[src/rtl/hazard_ctrl.sv]
// -----------------------------------------------------------------------------
// hazard_ctrl
//   Pipeline hazard / flow controller for a 5-stage in-order core.
//   Decides each cycle whether the PC, IF/ID and ID/EX registers advance,
//   which flushes/bubbles are applied, and where the next PC comes from.
//   Three registered modes: normal run, draining after a trap, and waiting
//   on a multi-cycle mul/div unit. All control outputs are combinational
//   from the current mode and the inputs.
//
// Parameters
//   TRAP_DRAIN   extra flush cycles after a trap is taken (1..7)
//
// Ports
//   clk, reset            clock, asynchronous active-high reset
//   id_rs1, id_rs2        source registers of the instruction in ID
//   ex_rd, ex_mem_read    destination register / load flag of the insn in EX
//   branch_taken          EX resolved a taken branch or jalr
//   id_jal                JAL decoded in ID
//   trap_req              exception or interrupt request
//   imem_ready            fetch data valid
//   md_start, md_done     multi-cycle mul/div issue / completion
//   pc_write, IFID_write, IDEX_write        register enables
//   flush_trap, flush_jal, flush_branch     IF/ID flush sources
//   idex_bubble           insert NOP into ID/EX
//   pc_sel                00 PC+4, 01 EX target, 10 ID JAL target, 11 trap vec
//   trap_ack              one-cycle acknowledge when a trap is taken
//   md_abort              mul/div operation abandoned because of a trap
//   stall_cycles          saturating count of stall cycles
// -----------------------------------------------------------------------------
module hazard_ctrl #(
    parameter int unsigned TRAP_DRAIN = 2
) (
    input  logic        clk,
    input  logic        reset,
    input  logic [4:0]  id_rs1,
    input  logic [4:0]  id_rs2,
    input  logic [4:0]  ex_rd,
    input  logic        ex_mem_read,
    input  logic        branch_taken,
    input  logic        id_jal,
    input  logic        trap_req,
    input  logic        imem_ready,
    input  logic        md_start,
    input  logic        md_done,
    output logic        pc_write,
    output logic        IFID_write,
    output logic        IDEX_write,
    output logic        flush_trap,
    output logic        flush_jal,
    output logic        flush_branch,
    output logic        idex_bubble,
    output logic [1:0]  pc_sel,
    output logic        trap_ack,
    output logic        md_abort,
    output logic [31:0] stall_cycles
);

    typedef enum logic [1:0] {
        ST_RUN        = 2'd0,
        ST_TRAP_FLUSH = 2'd1,
        ST_MD_WAIT    = 2'd2
    } state_e;

    localparam logic [1:0] PC_SEQ  = 2'b00;
    localparam logic [1:0] PC_EX   = 2'b01;
    localparam logic [1:0] PC_JAL  = 2'b10;
    localparam logic [1:0] PC_TRAP = 2'b11;

    localparam logic [2:0] DRAIN_INIT = 3'(TRAP_DRAIN);

    state_e      state_q, state_d;
    logic [2:0]  drain_q, drain_d;
    logic [31:0] stall_q, stall_d;

    logic load_use;
    logic stall_inc;

    // x0 is hard-wired zero, so a load targeting it never creates a hazard.
    assign load_use = ex_mem_read && (ex_rd != 5'd0) &&
                      ((ex_rd == id_rs1) || (ex_rd == id_rs2));

    always_comb begin
        // NOTE: every signal written here gets a default first so no path
        // leaves one unassigned, which would otherwise infer a latch.
        state_d      = state_q;
        drain_d      = drain_q;
        pc_write     = 1'b1;
        IFID_write   = 1'b1;
        IDEX_write   = 1'b1;
        flush_trap   = 1'b0;
        flush_jal    = 1'b0;
        flush_branch = 1'b0;
        idex_bubble  = 1'b0;
        pc_sel       = PC_SEQ;
        trap_ack     = 1'b0;
        md_abort     = 1'b0;

        unique case (state_q)
            ST_RUN: begin
                if (trap_req) begin
                    flush_trap  = 1'b1;
                    idex_bubble = 1'b1;
                    pc_sel      = PC_TRAP;
                    trap_ack    = 1'b1;
                    drain_d     = DRAIN_INIT;
                    state_d     = ST_TRAP_FLUSH;
                end else if (branch_taken) begin
                    // A JAL in ID this cycle is on the wrong path; drop it.
                    flush_branch = 1'b1;
                    idex_bubble  = 1'b1;
                    pc_sel       = PC_EX;
                end else if (id_jal) begin
                    // Only the fall-through fetch is squashed; JAL moves on.
                    flush_jal = 1'b1;
                    pc_sel    = PC_JAL;
                end else if (md_start) begin
                    pc_write   = 1'b0;
                    IFID_write = 1'b0;
                    IDEX_write = 1'b0;
                    state_d    = ST_MD_WAIT;
                end else if (load_use || !imem_ready) begin
                    pc_write    = 1'b0;
                    IFID_write  = 1'b0;
                    idex_bubble = 1'b1;
                end
            end

            ST_TRAP_FLUSH: begin
                // New traps are not accepted until the drain completes.
                flush_trap  = 1'b1;
                idex_bubble = 1'b1;
                pc_write    = 1'b0;
                drain_d     = drain_q - 3'd1;
                // <= guards against a stuck drain should the count ever be 0.
                if (drain_q <= 3'd1) begin
                    state_d = ST_RUN;
                end
            end

            ST_MD_WAIT: begin
                if (trap_req) begin
                    // Trap wins over a completing mul/div; the result is lost.
                    md_abort    = 1'b1;
                    flush_trap  = 1'b1;
                    idex_bubble = 1'b1;
                    pc_sel      = PC_TRAP;
                    trap_ack    = 1'b1;
                    drain_d     = DRAIN_INIT;
                    state_d     = ST_TRAP_FLUSH;
                end else if (md_done) begin
                    state_d = ST_RUN;
                end else begin
                    pc_write   = 1'b0;
                    IFID_write = 1'b0;
                    IDEX_write = 1'b0;
                end
            end

            default: begin
                state_d = ST_RUN;
            end
        endcase

        // The pipeline must stay frozen and clean for as long as reset is high.
        if (reset) begin
            pc_write     = 1'b0;
            IFID_write   = 1'b0;
            IDEX_write   = 1'b0;
            flush_trap   = 1'b0;
            flush_jal    = 1'b0;
            flush_branch = 1'b0;
            idex_bubble  = 1'b0;
            pc_sel       = PC_SEQ;
            trap_ack     = 1'b0;
            md_abort     = 1'b0;
        end
    end

    // A stall is a cycle where fetch is held and nothing is being flushed.
    assign stall_inc = !IFID_write && !(flush_trap || flush_jal || flush_branch);

    always_comb begin
        stall_d = stall_q;
        if (stall_inc && (stall_q != 32'hFFFF_FFFF)) begin
            stall_d = stall_q + 32'd1;
        end
    end

    // NOTE: state registers use non-blocking assignments so every flop
    // samples the pre-edge values, independent of statement order.
    always_ff @(posedge clk or posedge reset) begin
        if (reset) begin
            state_q <= ST_RUN;
            drain_q <= 3'd0;
            stall_q <= 32'd0;
        end else begin
            state_q <= state_d;
            drain_q <= drain_d;
            stall_q <= stall_d;
        end
    end

    assign stall_cycles = stall_q;

endmodule

[config.mk]
export PLATFORM = sky130hd
export DESIGN_NAME = hazard_ctrl
export DESIGN_NICKNAME = d
export VERILOG_FILES = /design/src/rtl/hazard_ctrl.sv
export SDC_FILE = /design/constraint.sdc
export NUM_CORES = 1
export LEC_CHECK = 0
export CAP_MARGIN = 20
export CELL_PAD_IN_SITES_DETAIL_PLACEMENT = 0
export CELL_PAD_IN_SITES_GLOBAL_PLACEMENT = 1
export CORE_MARGIN = 10
export CORE_UTILIZATION = 42
export DETAILED_ROUTE_END_ITERATION = 10
export DONT_BUFFER_PORTS = 1
export PLACE_DENSITY = 0.73
export SETUP_SLACK_MARGIN = 0.05
export SLEW_MARGIN = 20
export SYNTH_ARGS = -nofsm -noshare
export SYNTH_HDL_FRONTEND = slang
export SYNTH_SLANG_ARGS = --single-unit
[constraint.sdc]
create_clock -name clk -period 3.3 [get_ports clk]
set_input_delay 0.99 -clock clk [delete_from_list [all_inputs] [get_ports clk]]
set_output_delay 0.99 -clock clk [all_outputs]
set_load 0.01 [all_outputs]
# Yosys cells after proc, flatten, opt, wreduce, memory -nomap -nowiden
# Cells that the tools add are included.
# W data, S select, Z words.
[totals]
ff_bits = 37
out_inout_bits = 43
[classes]
n_addsub = 2
magnitude_cmp = 1
eq_ne = 11
muxes = 56
reduce_logical = 17
[ops]
columns = ["op", "count"]
rows = [
  ["$mux W1", 35],
  ["$add A32 B1 Y32 const B", 1],
  ["$ne A32 B32 Y1 const B", 1],
  ["$mux W2", 12],
  ["$ne A3 B3 Y1 const B", 4],
  ["$eq A5 B5 Y1", 2],
  ["$pmux W1 S2", 3],
  ["$pmux W1 S3", 2],
  ["$pmux W2 S3", 1],
  ["$pmux W3 S2", 1],
  ["$reduce_and A5 Y1", 1],
  ["$reduce_bool A5 Y1", 1],
  ["$logic_and A1 B1 Y1", 4],
  ["$logic_or A1 B1 Y1", 4],
  ["$pmux W2 S2", 1],
  ["$le A3 B1 Y1 const B", 1],
  ["$logic_not A1 Y1", 3],
  ["$mux W3", 1],
  ["$sub A3 B1 Y3 const B", 1],
  ["$eq A2 B1 Y1 const B", 1],
  ["$eq A2 B2 Y1 const B", 1],
  ["$logic_not A2 Y1", 1],
  ["$ne A2 B1 Y1 const B", 1],
  ["$ne A2 B2 Y1 const B", 1],
  ["3 further kinds", 3],
]

# Longest topological paths before layout
# Gate-level depths: netlist (run 1).
[logic_depth]
word_depth = 14
mapped_depth = 9

# Least setup slack after synthesis (run 1)
# OpenSTA, ideal clock, no wires.
[synth_path]
kind = "input port to output port"
start = "in ex_rd[1]"
end = "out IFID_write"
arrival_ns = 2.276
t_required_ns = 2.310
path_slack_ns = 0.034
path_stages = 5
path_buffers = 1
path_cell_list = "or4_1 -> o21ai_1 -> a31oi_1 -> o2bb2ai_1 -> buf_2"
[synth_via]
elab_chain_cells = 11
word_cells_on_any_way = 14
classes_between = "2 x eq/ne; 7 x mux; 5 x reduce/logical"
[synth_lines]
columns = ["element", "line", "source"]
rows = [
  ["start, declared", "37", "input logic [4:0] ex_rd,"],
  ["$eq A5 B5 Y1 or $reduce_bool A5 Y1 (tied branches)", "80, 79", ""],
  ["$logic_or A1 B1 Y1 or $logic_and A1 B1 Y1 (tied branches)", "80, 79", ""],
  ["$logic_and A1 B1 Y1 (*)", "79", "assign load_use = ex_mem_read && (ex_rd != 5'd0) &&"],
  ["$logic_or A1 B1 Y1 (*)", "121", "end else if (load_use || !imem_ready) begin"],
  ["$mux W1 (*)", "121", ""],
  ["$mux W1 (*)", "116", "end else if (md_start) begin"],
  ["$mux W1 (*)", "112", "end else if (id_jal) begin"],
  ["$mux W1 (*)", "107", "end else if (branch_taken) begin"],
  ["$mux W1 (*)", "100", "if (trap_req) begin"],
  ["$pmux W1 S2 (*)", "98", "unique case (state_q)"],
  ["$mux W1 (*)", "165", "if (reset) begin"],
  ["end, declared", "46", "output logic IFID_write,"],
]
# Mark *: on every way between the ends. The rest lies on a longest branch, timed or not.

# Final worst setup path (run 1)
[layout_path]
start = "in ex_rd[1]"
end = "out idex_bubble"
[layout_via]
elab_chain_cells = 11
word_cells_on_any_way = 14
classes_between = "2 x eq/ne; 7 x mux; 5 x reduce/logical"
[layout_lines]
columns = ["element", "line", "source"]
rows = [
  ["$eq A5 B5 Y1 or $reduce_bool A5 Y1 (tied branches)", "80, 79", ""],
  ["$logic_or A1 B1 Y1 or $logic_and A1 B1 Y1 (tied branches)", "80, 79", ""],
  ["$logic_and A1 B1 Y1 (*)", "79", ""],
  ["$logic_or A1 B1 Y1 (*)", "121", ""],
  ["$mux W1 (*)", "121", ""],
  ["$mux W1 (*)", "116", ""],
  ["$mux W1 (*)", "112", ""],
  ["$mux W1 (*)", "107", ""],
  ["$mux W1 (*)", "100", ""],
  ["$pmux W1 S3 (*)", "98", ""],
  ["$mux W1 (*)", "165", ""],
  ["end, declared", "51", "output logic idex_bubble,"],
]
# Marks and branches as above.

==> results of run 1 <==
==> cell usage in the layout (no fill, tap or decap), drive strengths merged, types with 2 or more instances in the layout <==
cell type	netlist	layout
xor2	39	39
dfrtp	37	37
nor3	26	26
nor2	14	14
nand4	14	14
nand2	12	12
nand3	12	12
nor4	9	9
inv	8	8
clkbuf	1	7
buf	8	7
and3	5	5
and4	5	5
a21oi	5	5
o21ai	5	5
nor3b	3	3
and2	3	3
nor2b	2	2
nor4b	2	2
xnor2	2	2
o21a	2	2
ha	2	2
==> registers in the layout, indices dropped and copies added, names as in the netlist <==
name,flops
stall_cycles,32
drain_q,3
state_q,2
==> cell type report <==
cell class,count,area [µm²],area share (%)
Inverter,8,30.0,1.23
Clock inverter,1,30.0,1.23
Tap cell,70,87.6,3.58
Multi-Input combinational cell,176,1220,50.0
Timing Repair Buffer,7,65.1,2.66
Clock buffer,7,86.3,3.53
Sequential cell,37,926,37.8
==> Yosys cell counts (2+ instances only) <==
library cell   n
and3_1         5
nand4_1       12
and4_1         5
a21oi_1        5
buf_2          5
dfrtp_1       37
nor3_1        26
nor4_1         8
nor4b_1        2
xnor2_1        2
o21a_1         2
xor2_1        39
nor2_1        13
and2_1         3
nor2b_1        2
o21ai_0        3
inv_1          8
nand3_1       12
buf_6          2
nand2_1       12
ha_1           2
nor3b_1        3
==> routing by layer <==
layer  wire length [µm]  vias up  track usage [%]
li1                   -      842                -
met1               2250      827             13.9
met2               2500       51             19.8
met3                503        9             6.13
met4                142        0             5.27
met5                  0        -                0
==> how the worst max path moves through the flow <==
| stage | end | slack (ns) | cells after the start |
|---|---|---|---|
| after floorplan | pc_write | 0.08 | 5 |
| after global routing | pc_write | 0.04 | 6 |
| after detailed placement | pc_write | 0.009 | 6 |
| final | idex_bubble | 0.09 | 6 |
| after global placement | pc_write | -0.003 | 6 |
| after CTS | pc_write | 0.08 | 6 |
==> what timing repair did <==
item,CTS,global route
setup endpoints to repair,2,2
pin swaps,2,2
resized for setup,4,3
==> per-stage QoR <==
step | worst slack [ns] | cell area (µm²) | std cells
after floorplan | 0.0813 | 2210 | 230
after global placement | -0.00283 | 2300 | 298
after detailed placement | 0.00917 | 2300 | 298
after CTS | 0.0757 | 2430 | 306
after global routing | 0.0400 | 2450 | 306
final | 0.0908 | 2450 | 306
==> critical path: cells and delay by family <==
family	cells	cell delay, ns
buf+inv	1	0.16
compound gates	4	0.55
simple gates	1	0.53
==> report_power, final <==
part | switching, W | internal, W
logic | 0.000159 | 0.000129
clock network | 0.000157 | 0.000246
registers | 0.000117 | 0.000513
total | 0.000432 | 0.000888
==> kinds of logic after synthesis <==
logic type,synth area share [%]
multiplexers,0.682
XOR/XNOR,16.3
adder cells (fa/ha/maj),1.14
AND/OR/NAND/NOR,29.6
flip-flops,42.1
AO/OA/AOI/OAI,6.31
buffers and inverters,3.87
==> impl_metrics.ini, run 1 <==
[synth]
synth_top_area_share_pct = 42.1
syn_area_per_cell_um2 = 9.56
ys_seq_elements = 37
netlist_instances = 230
synth_nets = 256
async_flop_share_pct = 100
yosysWarnings = 0
synth_flop_cell = dfrtp_1
syn_area_um2 = 2200
synth_area_leaders = dfrtp_1 (42%), xor2_1 (16%), nor3_1 (5.9%), nand4_1 (3.4%), nand3_1 (2.7%)
synth-edff-count = 0
synth.yosys.seq_area_share_pct = 42.1
ys_types = 44
yosys.area.top_type = dfrtp_1

[critical_path]
end_kind = output pin
crit_fanout = 3
start_kind = primary input
crit_type = in -> out
critical_path.cell_chain = or4_4 > o21ai_4 > o21ai_2 > a211oi_2 > o31ai_1 > buf_4
worstReg2RegEnd = stall_cycles[15]$_DFFE_PP0P_
worst_path_largest_cell_delay_ns = 0.53
required_ns = 2.31
ff2ff_path_depth = 7
cp.arrival_ns = 2.22
startpoint = ex_rd[1]
reg2reg_slack_ns = 0.68
critPathSlowestCell = or4_4
worstReg2RegStart = stall_cycles[0]$_DFFE_PP0P_

[die]
die_y_um = 92.4
ios = 67
die_area_um2 = 8530
initial_utilization_pct = 43.1
fp-row-count = 26
core_um2 = 5110
die_w_um = 92.4

[sta]
setup_viol_count_final = 0
tightest_slew_ns = 0.710
max_freq_mhz = 312
fin_setup_tns_ns = 0
timing.max_slew.rel_slack_pct = 52.6
rsz0062_at_grt = true
hold_viol_final = 0
fin_crit_sh_pct = 97.2
maxSlewViolCount = 0
fin_crit_ns = 3.21
holdWs_ns = 0.532
finalClockSkew_ns = 0.00193

[cts]
insertion_delay_ns = 0.28
cts-buffers-inserted = 5
cts_setup_buffers = 0
cts.clk_slew.worst_paths_ns = 0.07
clock_sinks = 37
h-tree-depth = 2
cts_tree = built
clockBufferDepth = 2
cts-hold-fix-buffers = 0
clockRootBuffer = clkbuf_8

[finish]
num_antenna_cells = 0
fill_cells = 525
synthToLayoutAreaGrowth_pct = 11.3
final_net_count = 261
drive_gt1_share_pct = 11.0
fin_util_pct = 47.9

[grt]
grt_pass1_vias = 1745
grt_pass1_wl_um = 8740
grt-ovfl-total = 0
grt.total_usage_pct = 12.4
grt_max_degree = 38
antenna_found_initial = 0

[detailed_routing]
drc = 0
num_vias = 1729
first_pass_iters = 4
drt_iter0_markers = 67
vias_per_cell = 5.65
antenna_left = 0
routed_wirelength_um = 5400
wl_per_cell_um = 17.6

[placed_design]
place.gp.congestion = 0.808
place_hpwl_um = 4040
io_buffer_count = 0

[power]
powerDensity_nw_per_um2 = 539
leakage_nw = 1.19
power_w = 0.00132
vdd_drop_max_mv = 0.233

[status]
outcome = finished, final reports clean

[min_path]
holdPathStages = 2
hp-class = reg -> reg
worstHoldStart = drain_q[2]$_DFFE_PP0P_
whs_endpoint = state_q[0]$_DFFE_PP0P_

[flow_run]
cap_violations = 0
(Power assumes the default switching activity.)
==> inputs of run 2 (changes only) <==
--- a/config.mk
+++ b/config.mk
@@ -9,10 +9,10 @@
 export CELL_PAD_IN_SITES_DETAIL_PLACEMENT = 0
 export CELL_PAD_IN_SITES_GLOBAL_PLACEMENT = 1
 export CORE_MARGIN = 10
-export CORE_UTILIZATION = 42
+export CORE_UTILIZATION = 37
 export DETAILED_ROUTE_END_ITERATION = 10
 export DONT_BUFFER_PORTS = 1
-export PLACE_DENSITY = 0.73
+export PLACE_DENSITY = 0.66
 export SETUP_SLACK_MARGIN = 0.05
 export SLEW_MARGIN = 20
 export SYNTH_ARGS = -nofsm -noshare
==> impl_metrics.ini, run 2 (synthesis results as in run 1) <==
[sta]
maxSlewViolCount = 0
fin_crit_ns = 3.21
fin_crit_sh_pct = 97.3
tightest_slew_ns = 0.715
fin_setup_tns_ns = 0
hold_viol_final = 0
setup_viol_count_final = 0
timing.max_slew.rel_slack_pct = 52.1
max_freq_mhz = 312
rsz0062_at_grt = true
finalClockSkew_ns = 0.00210

[finish]
synthToLayoutAreaGrowth_pct = 9.16
fin_util_pct = 41.0
fin_area_um2 = 2400
fill_cells = 559
layout_commonest_cell = xor2_1
final_net_count = 261
drive_gt1_share_pct = 9.75
final_cell_mix = xor2_1 (39), dfrtp_1 (37), nor3_1 (25)
largest_reg_flops = 32
num_antenna_cells = 0

[power]
switching_share_pct = 35.5
pwr-share-comb_pct = 22.9
power_w = 0.00122
powerDensity_nw_per_um2 = 509
internal_power_w = 0.000789
vdd_drop_max_mv = 0.179
clockPowerShare_pct = 25.4
leakage_nw = 1.17
switchingPower_w = 0.000434
seq_power_share_pct = 51.7

[cts]
h-tree-depth = 2
cts_tree = built
insertion_delay_ns = 0.29
clock_sinks = 37
clockBufferDepth = 2
clockRootBuffer = clkbuf_8
cts-hold-fix-buffers = 0
cts-buffers-inserted = 5
cts.clk_slew.worst_paths_ns = 0.07

[detailed_routing]
first_pass_iters = 4
drc = 0
vias_per_cell = 5.49
routed_wirelength_um = 5430
antenna_left = 0
num_vias = 1706
wl_per_cell_um = 17.5
drt_iter0_markers = 68

[grt]
grt-ovfl-total = 0
grt_pass1_wl_um = 8750
grt_max_degree = 38
grt.total_usage_pct = 11.1
antenna_found_initial = 0
grt_pass1_vias = 1728

[die]
die_y_um = 97.1
fp-row-count = 28
die_area_um2 = 9430
die_w_um = 97.1
ios = 67
initial_utilization_pct = 37.6
core_um2 = 5850

[critical_path]
crit_type = in -> out
end_kind = output pin
start_kind = primary input
required_ns = 2.31
crit_fanout = 3
cp.arrival_ns = 2.22

[placed_design]
place.gp.congestion = 0.735
io_buffer_count = 0
placedInstanceArea_um2 = 2290
place_hpwl_um = 4030

[min_path]
hp-class = reg -> reg

[status]
outcome = finished, final reports clean

[flow_run]
cap_violations = 0
## run 2: power by group through the flow
| stage | clock network (W) | registers (W) | logic (W) |
|---|---|---|---|
| 2_1_floorplan | 0 | 0.000598 | 0.000241 |
| 3_5_place_dp | 0 | 0.000640 | 0.000281 |
| 4_1_cts | 0.000316 | 0.000633 | 0.000284 |
| 3_3_place_gp | 0 | 0.000643 | 0.000277 |
| 5_1_grt | 0.000331 | 0.000645 | 0.000316 |
| 6_report | 0.000310 | 0.000632 | 0.000280 |
## run 2: worst paths after layout
path	start	to	slack, ns	depth (start not counted)
setup / recovery	ex_rd[1]	idex_bubble	0.09	6
hold / removal	drain_q[2]$_DFFE_PP0P_	state_q[0]$_DFFE_PP0P_	0.55	2
setup reg to reg	stall_cycles[2]$_DFFE_PP0P_	stall_cycles[1]$_DFFE_PP0P_	0.82	7
hold reg to reg	drain_q[2]$_DFFE_PP0P_	state_q[0]$_DFFE_PP0P_	0.55	2
max in group asynchronous	reset	stall_cycles[25]$_DFFE_PP0P_	2.22	2
min in group asynchronous	reset	drain_q[1]$_DFFE_PP0P_	0.74	2
## run 2: cell type report
class | count | area, µm² | area share, %
multi-input cells | 176 | 1220 | 50.8
repair buffers | 7 | 52.6 | 2.19
clock buffers | 8 | 80.1 | 3.34
well taps | 75 | 93.8 | 3.91
flip-flops and latches | 37 | 926 | 38.6
inverters | 8 | 30.0 | 1.25
## run 2: what timing repair did
action	CTS	global route
hold endpoints to repair	0	0
setup endpoints to repair	2	3
setup buffers	1	0
pin swaps	1	1
resized for setup	4	2
## run 2: per-stage QoR
step / hold WS (ns) / cells / worst slack, ns
floorplan: 0.478 / 230 / 0.0813
global placement: 0.527 / 302 / -0.000277
detailed placement: 0.520 / 302 / -0.0241
CTS: 0.550 / 311 / 0.0570
global route: 0.568 / 311 / 0.0207
finish: 0.554 / 311 / 0.0907
## run 2: metal layers
layer | share of wire (%) | wire length (µm) | GRT usage [%] | up-vias
li1 | - | - | - | 839
met1 | 42 | 2280 | 12.3 | 806
met2 | 47 | 2540 | 17.5 | 54
met3 | 10 | 542 | 5.76 | 7
met4 | 1.4 | 75 | 4.43 | 0
met5 | 0 | 0 | 0 | -
## run 2: worst max-delay path, cell delays in order
cell and delay [ns]:
or4_4 0.53, o21ai_4 0.15, o21ai_2 0.08, a211oi_1 0.21
o31ai_1 0.09, buf_4 0.16
==> inputs of run 3 (changes only) <==
--- a/config.mk
+++ b/config.mk
@@ -18,3 +18,4 @@
 export SYNTH_ARGS = -nofsm -noshare
 export SYNTH_HDL_FRONTEND = slang
 export SYNTH_SLANG_ARGS = --single-unit
+export TNS_END_PERCENT = 30
==> impl_metrics.ini, run 3 (synthesis results as in run 1) <==
[status]
outcome = finished, final reports clean

[detailed_routing]
num_vias = 1706
wl_per_cell_um = 17.5
antenna_left = 0
vias_per_cell = 5.49
first_pass_iters = 4
drc = 0
routed_wirelength_um = 5430
drt_iter0_markers = 68

[placed_design]
dp_cells = 302
place_hpwl_um = 4030
io_buffer_count = 0
place.gp.congestion = 0.735

[cts]
clockRootBuffer = clkbuf_8
cts-buffers-inserted = 5
cts.clk_slew.worst_paths_ns = 0.07
insertion_delay_ns = 0.29
h-tree-depth = 2
clockBufferDepth = 2
clock_sinks = 37
cts-hold-fix-buffers = 0
cts_tree = built

[sta]
hold_viol_final = 0
setup_viol_count_final = 0
max_freq_mhz = 312
maxSlewViolCount = 0
finalClockSkew_ns = 0.00210
fin_setup_tns_ns = 0
tightest_slew_ns = 0.715
rsz0062_at_grt = true
fin_crit_sh_pct = 97.3
fin_crit_ns = 3.21
timing.max_slew.rel_slack_pct = 52.1

[critical_path]
crit_fanout = 3
startpoint = ex_rd[1]
reg2reg_slack_ns = 0.82
start_kind = primary input
worstReg2RegStart = stall_cycles[2]$_DFFE_PP0P_
cp.arrival_ns = 2.22
crit_type = in -> out
required_ns = 2.31
end_kind = output pin

[die]
fp-row-count = 28
initial_utilization_pct = 37.6
die_w_um = 97.1
die_y_um = 97.1
ios = 67
die_area_um2 = 9430
core_um2 = 5850

[flow_run]
cap_violations = 0

[min_path]
worstHoldStart = drain_q[2]$_DFFE_PP0P_
hp-class = reg -> reg

[finish]
num_antenna_cells = 0
largest_reg_flops = 32
final_cell_mix = xor2_1 (39), dfrtp_1 (37), nor3_1 (25)
fin_cells = 311
drive_gt1_share_pct = 9.75
layout_commonest_cell = xor2_1
final_net_count = 261
synthToLayoutAreaGrowth_pct = 9.16

[power]
powerDensity_nw_per_um2 = 509
leakage_nw = 1.17
vdd_drop_max_mv = 0.179

[grt]
grt.total_usage_pct = 11.1
antenna_found_initial = 0
grt-ovfl-total = 0
grt_pass1_vias = 1728
grt_max_degree = 38
grt_pass1_wl_um = 8750
==> run 3: report_power, final <==
group          leakage [nW]  internal, W  switching [W]
Sequential            0.489     0.000513       0.000119
Clock                0.0395     0.000150       0.000160
Combinational         0.640     0.000125       0.000155
==> run 3: what timing repair did <==
action / CTS / global route
hold endpoints to repair: 0 / 0
setup endpoints to repair: 2 / 3
pin swaps: 1 / 1
gates resized for setup: 4 / 2
buffers inserted: 1 / 0
==> run 3: stage by stage <==
stage          instance area [µm²]  hold slack (ns)  setup slack [ns]  utilization, %  power, W
4_1_cts                       2390            0.550            0.0570            40.8   0.00123
2_1_floorplan                 2210            0.478            0.0813               -  0.000839
6_report                      2400            0.554            0.0907            41.0   0.00122
3_3_place_gp                  2290            0.527         -0.000277            39.1  0.000919
3_5_place_dp                  2290            0.520           -0.0241            39.1  0.000921
5_1_grt                       2400            0.568            0.0207            41.0   0.00129
==> run 3: final timing paths <==
check / to / cells after the start
setup / recovery: idex_bubble / 6
hold / removal: state_q[0]$_DFFE_PP0P_ / 2
setup reg to reg: stall_cycles[1]$_DFFE_PP0P_ / 7
hold reg to reg: state_q[0]$_DFFE_PP0P_ / 2
max in group asynchronous: stall_cycles[25]$_DFFE_PP0P_ / 2
min in group asynchronous: drain_q[1]$_DFFE_PP0P_ / 2
==> run 3: final cells by class <==
class,count,area [µm²]
tap,75,93.8
sequential,37,926
inverter,8,30.0
timing repair buffer,7,52.6
multi-input combinational,176,1220
clock buffer,8,80.1
fill,559,3450
==> run 3: per-layer routing <==
layer	share of wire, %	track usage [%]	up-vias
met3	10	5.76	7
met2	47	17.5	54
met5	0	0	-
li1	-	-	839
met4	1.4	4.43	0
met1	42	12.3	806
==> run 3: worst max-delay path: stages <==
cell	delay, ns
or4_4	0.53
o21ai_4	0.15
o21ai_2	0.08
a211oi_1	0.21
o31ai_1	0.09
buf_4	0.16
